==> src/rtl/interrupt_controller.sv <==
// Interrupt controller: owns IF/IE, latches source rising edges, and completes
// the CPU acknowledge handshake by clearing the serviced flag and supplying its vector.
module interrupt_controller #(
  parameter logic [15:0] IF_ADDR     = 16'hFF0F,
  parameter logic [15:0] IE_ADDR     = 16'hFFFF,
  parameter logic [7:0]  VECTOR_BASE = 8'h40
) (
  input  logic        i_Clk,
  input  logic        i_Rst,
  input  logic        i_Enable,
  input  logic [15:0] i_Address,
  input  logic        i_Address_Out,
  input  logic [7:0]  i_Bus,
  input  logic        i_Bus_Out,
  input  logic        i_Bus_In,
  input  logic        i_Handle_Interrupt,
  input  logic [4:0]  i_Sources,
  output logic [7:0]  o_Bus,
  output logic [4:0]  o_Interrupts,
  output logic [7:0]  o_Ack_Vector
);

  typedef enum logic {IDLE = 1'b0, ACK = 1'b1} state_t;

  state_t      state_r, state_next_s;
  logic [4:0]  if_r, if_next_s;
  logic [7:0]  ie_r;
  logic [4:0]  hist_r;
  logic [15:0] addr_r;
  logic [2:0]  ack_idx_r;
  logic        ack_valid_r;
  logic [15:0] eff_addr_s;
  logic        sel_if_s, sel_ie_s;
  logic        ack_take_s;
  logic [4:0]  pending_s;
  logic [4:0]  rise_s;

  // Index of the lowest set bit; callers only use it when some bit is set.
  function automatic logic [2:0] lowest_bit(input logic [4:0] v);
    logic [2:0] idx;
    idx = 3'd0;
    for (int i = 4; i >= 0; i--) begin
      if (v[i]) begin
        idx = 3'(i);
      end else begin
        idx = idx;
      end
    end
    return idx;
  endfunction

  assign eff_addr_s = i_Address_Out ? i_Address : addr_r;
  assign sel_if_s   = (eff_addr_s == IF_ADDR);
  assign sel_ie_s   = (eff_addr_s == IE_ADDR);
  assign pending_s  = if_r & ie_r[4:0];
  assign rise_s     = i_Sources & ~hist_r;
  assign o_Interrupts = pending_s;

  // Read mux; the bus is ORed by the CPU so unselected reads drive zero.
  always_comb begin
    o_Bus = 8'h00;
    if (i_Rst || !i_Bus_In) begin
      o_Bus = 8'h00;
    end else if (sel_if_s) begin
      o_Bus = {3'b111, if_r};
    end else if (sel_ie_s) begin
      o_Bus = ie_r;
    end else begin
      o_Bus = 8'h00;
    end
  end

  // Acknowledge FSM next state; a capture happens only on the IDLE->ACK edge.
  always_comb begin
    state_next_s = state_r;
    ack_take_s   = 1'b0;
    case (state_r)
      IDLE: begin
        if (i_Enable && i_Handle_Interrupt) begin
          state_next_s = ACK;
          ack_take_s   = 1'b1;
        end else begin
          state_next_s = IDLE;
        end
      end
      ACK: begin
        if (i_Enable && !i_Handle_Interrupt) begin
          state_next_s = IDLE;
        end else begin
          state_next_s = ACK;
        end
      end
      default: state_next_s = IDLE;
    endcase
  end

  // IF update order: write, then acknowledge clear, then source set (last wins).
  always_comb begin
    if_next_s = if_r;
    if (i_Bus_Out && sel_if_s) begin
      if_next_s = i_Bus[4:0];
    end else begin
      if_next_s = if_r;
    end
    if (ack_take_s && (pending_s != 5'd0)) begin
      if_next_s[lowest_bit(pending_s)] = 1'b0;
    end else begin
      if_next_s = if_next_s;
    end
    if_next_s = if_next_s | rise_s;
  end

  // Service vector is only meaningful while acknowledging a real request.
  always_comb begin
    o_Ack_Vector = 8'h00;
    if (state_r == ACK && ack_valid_r) begin
      o_Ack_Vector = VECTOR_BASE + {2'b00, ack_idx_r, 3'b000};
    end else begin
      o_Ack_Vector = 8'h00;
    end
  end

  // State register; every update is qualified by the clock enable.
  always_ff @(posedge i_Clk or posedge i_Rst) begin
    if (i_Rst) begin
      state_r     <= IDLE;
      if_r        <= 5'd0;
      ie_r        <= 8'h00;
      hist_r      <= 5'd0;
      addr_r      <= 16'h0000;
      ack_idx_r   <= 3'd0;
      ack_valid_r <= 1'b0;
    end else if (i_Enable) begin
      state_r <= state_next_s;
      if_r    <= if_next_s;
      hist_r  <= i_Sources;
      if (i_Address_Out) begin
        addr_r <= i_Address;
      end
      if (i_Bus_Out && sel_ie_s) begin
        ie_r <= i_Bus;
      end
      if (ack_take_s) begin
        ack_idx_r   <= lowest_bit(pending_s);
        ack_valid_r <= (pending_s != 5'd0);
      end
    end
  end

endmodule

==> config.mk <==
export PLATFORM = sky130hd
export DESIGN_NAME = interrupt_controller
export DESIGN_NICKNAME = d
export VERILOG_FILES = /design/src/rtl/interrupt_controller.sv
export SDC_FILE = /design/constraint.sdc
export NUM_CORES = 1
export LEC_CHECK = 0
export ABC_CLOCK_PERIOD_IN_PS = 5000
export BUFFER_PORTS_ARGS = -buffer_cell sky130_fd_sc_hd__buf_2
export CAP_MARGIN = 40
export CORE_MARGIN = 2
export CORE_UTILIZATION = 45
export DETAILED_ROUTE_END_ITERATION = 8
export PLACE_DENSITY = 0.73
export SYNTH_ARGS = -nofsm -noshare
export SYNTH_HDL_FRONTEND = slang
export SYNTH_SLANG_ARGS = --single-unit
==> constraint.sdc <==
create_clock -name i_Clk -period 5 [get_ports i_Clk]
set_input_delay 0.5 -clock i_Clk [delete_from_list [all_inputs] [get_ports i_Clk]]
set_output_delay 0.5 -clock i_Clk [all_outputs]
set_load 0.02 [all_outputs]
==> impl_metrics.csv, run 1 <==
group,metric,value,unit
clock_network,cts_made_buffers,5,
logic_synthesis,yosysTopAreaCell,"dfrtp_1",
logic_synthesis,synth_top_family_by_area,"multiplexers",
drt,drt_iter0_drc,100,
setup_path,slowest_stage,"nor2_1",
pwr,powerDensity,270.9,mW/mm^2
clock_network,cts_resized,0,
grt,grt_start_max_net_pins,41,
sta,setup_slack,2491,ps
drt,dr.pass1.iters,4,
logic_synthesis,synthAdderAreaFrac,0,%
final_layout,layout-drive-gt1-share,40.08,%
clock_network,clock-root-buffer,"clkbuf_8",
logic_synthesis,synthCells,183,
setup_path,crit_required,4500,ps
clock_network,cts_setup_buffers,0,
floorplanning,initial_core_util,46.33,%
floorplanning,die_x,70.49,um
logic_synthesis,synth.area.top_cells,"dfrtp_1, mux2_2, o211ai_1, nor2_1, a22oi_1",
logic_synthesis,synth_top_area_share,49.06,%
setup_path,critPathBufInv,2,
place,place_congestion,0.7829,
setup_path,crit_fanout,9,
logic_synthesis,synth_mux_area_share,17.99,%
sta,max_freq,398.5,MHz
outcome,status,"finished clean",
logic_synthesis,seq_area_frac_synth,49.06,%
floorplanning,dieArea,0.004969,mm^2
job,max_cap_violations,0,
sta,slew_violations,0,
sta,relSlewSlack,54.75,%
setup_path,crit_chain,"buf_2 > and4_1 > a22oi_2 > nor2_1 > a22oi_1 > nor2_1 > buf_2",
setup_path,path_delay_family,"simple AND/OR/NAND/NOR gates",
sta,holdWs,307.5,ps
grt,antenna_found_initial,0,
grt,grt_pass1_wl,7.072,mm
drt,wl,4.239,mm
place,dp_hpwl,3.157,mm
final_layout,nets,272,
clock_network,clk_latency,300,ps
floorplanning,core_region_area,0.004294,mm^2
drt,drc_errors,0,
sta,tightestPinTransition,677.1,ps
pwr,ir_worst_vdd,0.1442,mV
pwr,p_leak,1.083,nW
logic_synthesis,synth_warnings,0,
floorplanning,die_h,70.49,um
logic_synthesis,postSynthAreaPerCell,10.87,um^2
clock_network,clock_path_buffers,2,
final_layout,design_area,0.002370,mm^2
logic_synthesis,synth_xor_area_share,0,%
worst_hold_path,hold_path_class,"in -> async",
final_layout,synthToLayoutAreaGrowth,19.12,%
floorplanning,io_pins,57,
sta,finalCritPeriodShare,50.19,%
logic_synthesis,netlist_area,0.001989,mm^2
setup_path,arrival,2010,ps
sta,finClkSkew,9.318,ps
setup_path,worstSetupPathType,"in -> out",
final_layout,antenna_cells,0,
logic_synthesis,ys_types,32,
place,dpl-instance-area,0.002277,mm^2
clock_network,hold_buffers,0,
grt,grt_overflow_total,0,
drt,wl_per_cell,14.67,um
sta,tns,0,ps
sta,final_hold_viol_count,0,
drt,antenna_left,0,
clock_network,clock-sinks,39,
logic_synthesis,yosys.area_share.simple,16.98,%
grt,grtUsageTotal,18.14,%
drt,vias,1599,
sta,fin_crit,2509,ps
clock_network,htree_levels,2,
setup_path,start_kind,"input pin",
clock_network,cts_tree,"yes",
setup_path,cp_slowest_stage_delay,470,ps
logic_synthesis,ys_seq_elements,39,
logic_synthesis,synth_compound_area_share,12.01,%
place,preCtsSetupSlack,2546,ps
floorplanning,row_count,24,
drt,viasPerCell,5.533,
clock_network,clk_pin_slew_worst_paths,80,ps
setup_path,crit_path_end_kind,"output port",
place,port_buffers,52,
sta,rsz0062_at_grt,"no",
sta,finalSetupViolCount,0,
grt,grt_pass1_vias,1564,
[registers in the layout (all words and copies together), names as in the netlist, named ones only]
name / count
ie_r: 8
ack_valid_r: 1
addr_r: 16
ack_idx_r: 3
if_r: 5
hist_r: 5
[logic make-up after synthesis]
| kind of cell | count (synthesis) |
|---|---|
| other cells | 1 |
| buf+inv | 15 |
| simple gates | 62 |
| flops | 39 |
| compound gates | 34 |
| mux | 32 |
[Yosys cell counts]
cell / number
and2_1: 5
o211ai_1: 10
and3_1: 4
nand3b_1: 1
and4b_1: 1
dfrtp_1: 39
nand4_1: 6
inv_1: 5
a21oi_1: 6
nor2_1: 13
nand3_1: 8
nor2b_1: 2
nand2_1: 12
a21oi_4: 1
o31ai_1: 1
o21ai_0: 7
or2_2: 1
a22oi_2: 1
and4_1: 1
clkbuf_1: 5
mux2i_1: 2
a22oi_1: 6
mux2_2: 30
nor3_1: 1
nor4_1: 2
conb_1: 1
nor3b_4: 1
nor3b_1: 3
o221ai_1: 1
buf_4: 5
nand2b_1: 1
a22o_1: 1
[area by class of cell]
| cell class | count | area, um^2 |
|---|---|---|
| Clock buffer | 5 | 68.82 |
| Clock inverter | 3 | 23.77 |
| Fill cell | 415 | 1924 |
| Inverter | 5 | 18.77 |
| Multi-Input combinational cell | 132 | 949.7 |
| Sequential cell | 39 | 975.9 |
| Tap cell | 52 | 65.06 |
| Timing Repair Buffer | 53 | 267.8 |
[per-stage QoR]
step | power, mW | instances | util (%)
after floorplan | 0.4071 | 186 | -
after global placement | 0.4303 | 281 | 53.03
final | 0.6420 | 289 | 55.19
after CTS | 0.6496 | 289 | 55.19
after detailed placement | 0.4331 | 281 | 53.03
after global routing | 0.6708 | 289 | 55.19
[metal layers]
layer	vias to the layer above	GRT usage [%]	wire length, um	part of all wire (%)
met5	-	0	0	0
met4	0	6.410	66	1.6
met3	7	4.906	214	5.0
met2	36	29.45	1981	47
met1	781	23.31	1976	47
li1	775	-	-	-
[final timing paths]
kind,from,endpoint,slack (ps),depth (start not counted)
worst max-delay path,i_Address_Out,o_Bus[1],2490,7
worst min-delay path,i_Rst,ie_r[7],310,3
worst max register to register,addr_r[13],ie_r[5],3030,5
worst min register to register,ack_idx_r[2],ack_idx_r[2],470,2
max in group asynchronous,i_Rst,addr_r[7],4340,3
min in group i_Clk,i_Bus[6],ie_r[6],440,2
[cells in the final DEF, fill, tap and decap left out, drive strengths merged]
master,n
o211ai,10
nand2b,1
nor2b,2
buf,53
nand4,6
nor4,2
and4,1
and3,4
o21ai,7
and4b,1
nand2,12
inv,6
nand3b,1
clkbuf,5
dfrtp,39
o31ai,1
clkinvlp,2
a21oi,7
a22oi,7
nor3b,4
nor3,1
o221ai,1
a22o,1
nor2,13
or2,1
mux2i,2
nand3,8
conb,4
and2,5
mux2,30
[tightest hold or removal path: cells and delay by family]
family | cells | cell delay, ps
buf+inv | 3 | 550
[power breakdown]
part           switching (mW)  total (mW)  internal [mW]  leakage, nW
registers              0.0133       0.352          0.339        0.469
clock network           0.117       0.216         0.0996       0.0408
logic                  0.0359      0.0733         0.0374        0.573
No activity file was read; power rests on OpenSTA's default activity.
==> inputs of run 2 (changes only) <==
--- a/config.mk
+++ b/config.mk
@@ -5,7 +5,7 @@
 export SDC_FILE = /design/constraint.sdc
 export NUM_CORES = 1
 export LEC_CHECK = 0
-export ABC_CLOCK_PERIOD_IN_PS = 5000
+export ABC_CLOCK_PERIOD_IN_PS = 2400
 export BUFFER_PORTS_ARGS = -buffer_cell sky130_fd_sc_hd__buf_2
 export CAP_MARGIN = 40
 export CORE_MARGIN = 2
==> constraint.sdc (replaced) <==
create_clock -name i_Clk -period 2.4 [get_ports i_Clk]
set_input_delay 0.24 -clock i_Clk [delete_from_list [all_inputs] [get_ports i_Clk]]
set_output_delay 0.24 -clock i_Clk [all_outputs]
set_load 0.02 [all_outputs]
==> impl_metrics.csv, run 2 (synthesized netlist as in run 1, its figures left out) <==
group,metric,value,unit
setup_path,slowest_stage,"nor2_1",
setup_path,crit_required,2160,ps
setup_path,crit_path_end_kind,"output port",
final_layout,synthToLayoutAreaGrowth,21.13,%
final_layout,nets,274,
drt,wl_per_cell,14.78,um
sta,tightestPinTransition,657.2,ps
setup_path,path_delay_family,"simple AND/OR/NAND/NOR gates",
final_layout,reg_top3,"addr_r (16), ie_r (8)",
pwr,p_int,1.122,mW
pwr,p_seq_share,50.4,%
place,dp_hpwl,3.276,mm
grt,grt_pass1_vias,1557,
drt,drc_errors,0,
setup_path,arrival,1940,ps
floorplanning,initial_core_util,46.33,%
floorplanning,io_pins,57,
pwr,combPwrFrac,10.6,%
clock_network,clock-sinks,39,
final_layout,top_register,"addr_r",
grt,grt_pass1_wl,7.314,mm
grt,antenna_found_initial,0,
clock_network,cts_resized,0,
grt,grt_start_max_net_pins,40,
clock_network,clk_latency,300,ps
sta,finalSetupViolCount,0,
floorplanning,core_region_area,0.004294,mm^2
pwr,switching_share,23.05,%
clock_network,cts_tree,"yes",
place,place_congestion,0.8321,
clock_network,clock_path_buffers,2,
final_layout,final_cell_mix,"buf_2, dfrtp_1, mux2_2",
clock_network,cts_made_buffers,5,
pwr,p_sw,0.3362,mW
clock_network,clock-root-buffer,"clkbuf_8",
sta,relSlewSlack,56.08,%
drt,dr.pass1.iters,4,
drt,viasPerCell,5.371,
place,port_buffers,52,
sta,slew_violations,0,
pwr,pwr-share-clk,39.0,%
outcome,status,"finished clean",
pwr,power,1.458,mW
drt,vias,1563,
floorplanning,row_count,24,
sta,fin_crit,2175,ps
worst_hold_path,hold_path_class,"in -> async",
pwr,powerDensity,605.2,mW/mm^2
clock_network,hold_buffers,0,
grt,grtUsageTotal,19.05,%
clock_network,htree_levels,2,
setup_path,worstSetupPathType,"reg -> out",
floorplanning,die_h,70.49,um
setup_path,crit_chain,"nor3_1 > a22oi_1 > nor2_1 > a22oi_1 > nor2_1 > buf_2",
drt,drt_iter0_drc,95,
clock_network,cts_setup_buffers,0,
drt,antenna_left,0,
final_layout,final_common_cell,"buf_2",
sta,setup_slack,224.6,ps
sta,rsz0062_at_grt,"no",
sta,final_hold_viol_count,0,
drt,wl,4.302,mm
pwr,p_leak,1.112,nW
setup_path,crit_fanout,9,
final_layout,largest_reg_flops,16,
setup_path,start_kind,"register",
floorplanning,die_x,70.49,um
job,max_cap_violations,0,
final_layout,design_area,0.002410,mm^2
place,dpl-instance-area,0.002292,mm^2
floorplanning,dieArea,0.004969,mm^2
setup_path,critPathBufInv,1,
final_layout,antenna_cells,0,
sta,finalCritPeriodShare,90.64,%
sta,finClkSkew,5.578,ps
place,preCtsSetupSlack,422.4,ps
setup_path,cp_slowest_stage_delay,430,ps
sta,tns,0,ps
final_layout,layout-drive-gt1-share,40.59,%
grt,grt_overflow_total,0,
sta,max_freq,459.7,MHz
clock_network,clk_pin_slew_worst_paths,80,ps
pwr,ir_worst_vdd,0.4381,mV
final_layout,fillCellCount,398,
[run 2: cell types whose count changed in the layout (fill, tap and decap cells not counted), sizes merged]
cell      delta
inv          -1
buf          +2
clkinvlp     -2
clkinv       +1
clkbuf       +1
bufinv       +1
[run 2: path summary, 6_finish.rpt]
path / from / endpoint / slack [ps] / cells after the start
max: addr_r[6] / o_Bus[0] / 220 / 6
min: i_Rst / ack_valid_r / 130 / 3
max reg2reg: addr_r[7] / ie_r[5] / 530 / 5
min reg2reg: ack_idx_r[2] / ack_idx_r[2] / 460 / 2
max in group asynchronous: i_Rst / addr_r[13] / 1930 / 3
min in group i_Clk: i_Bus[7] / ie_r[7] / 180 / 2
[run 2: power by group through the flow]
stage | registers, mW | logic [mW] | clock network [mW]
6_report | 0.735 | 0.155 | 0.569
5_1_grt | 0.742 | 0.175 | 0.615
4_1_cts | 0.735 | 0.157 | 0.580
3_5_place_dp | 0.748 | 0.157 | 0
3_3_place_gp | 0.746 | 0.153 | 0
2_1_floorplan | 0.739 | 0.109 | 0
[run 2: metal layers]
layer | GRT usage [%] | part of all wire, %
met1 | 26.10 | 46
met5 | 0 | 0
met3 | 4.040 | 4.1
met2 | 29.25 | 48
met4 | 8.120 | 1.9
[run 2: layout make-up]
| class | count | area, um^2 | area share [%] |
|---|---|---|---|
| clock inverter | 2 | 35.03 | 1.454 |
| tap | 52 | 65.06 | 2.700 |
| timing repair buffer | 55 | 282.8 | 11.73 |
| clock buffer | 6 | 82.58 | 3.427 |
| multi-input combinational | 132 | 949.7 | 39.41 |
| sequential | 39 | 975.9 | 40.50 |
| inverter | 5 | 18.77 | 0.7788 |
[run 2: through the flow]
stage | hold slack, ps | util (%) | std cells
2_1_floorplan | 390.6 | - | 186
3_3_place_gp | 451.9 | 53.38 | 283
3_5_place_dp | 451.7 | 53.38 | 283
4_1_cts | 151.4 | 56.12 | 291
5_1_grt | 171.1 | 56.12 | 291
6_report | 126.0 | 56.12 | 291
[run 2: worst min-delay path, stage by stage]
cell and delay, ps:
buf_2 100, inv_1 90, buf_4 440
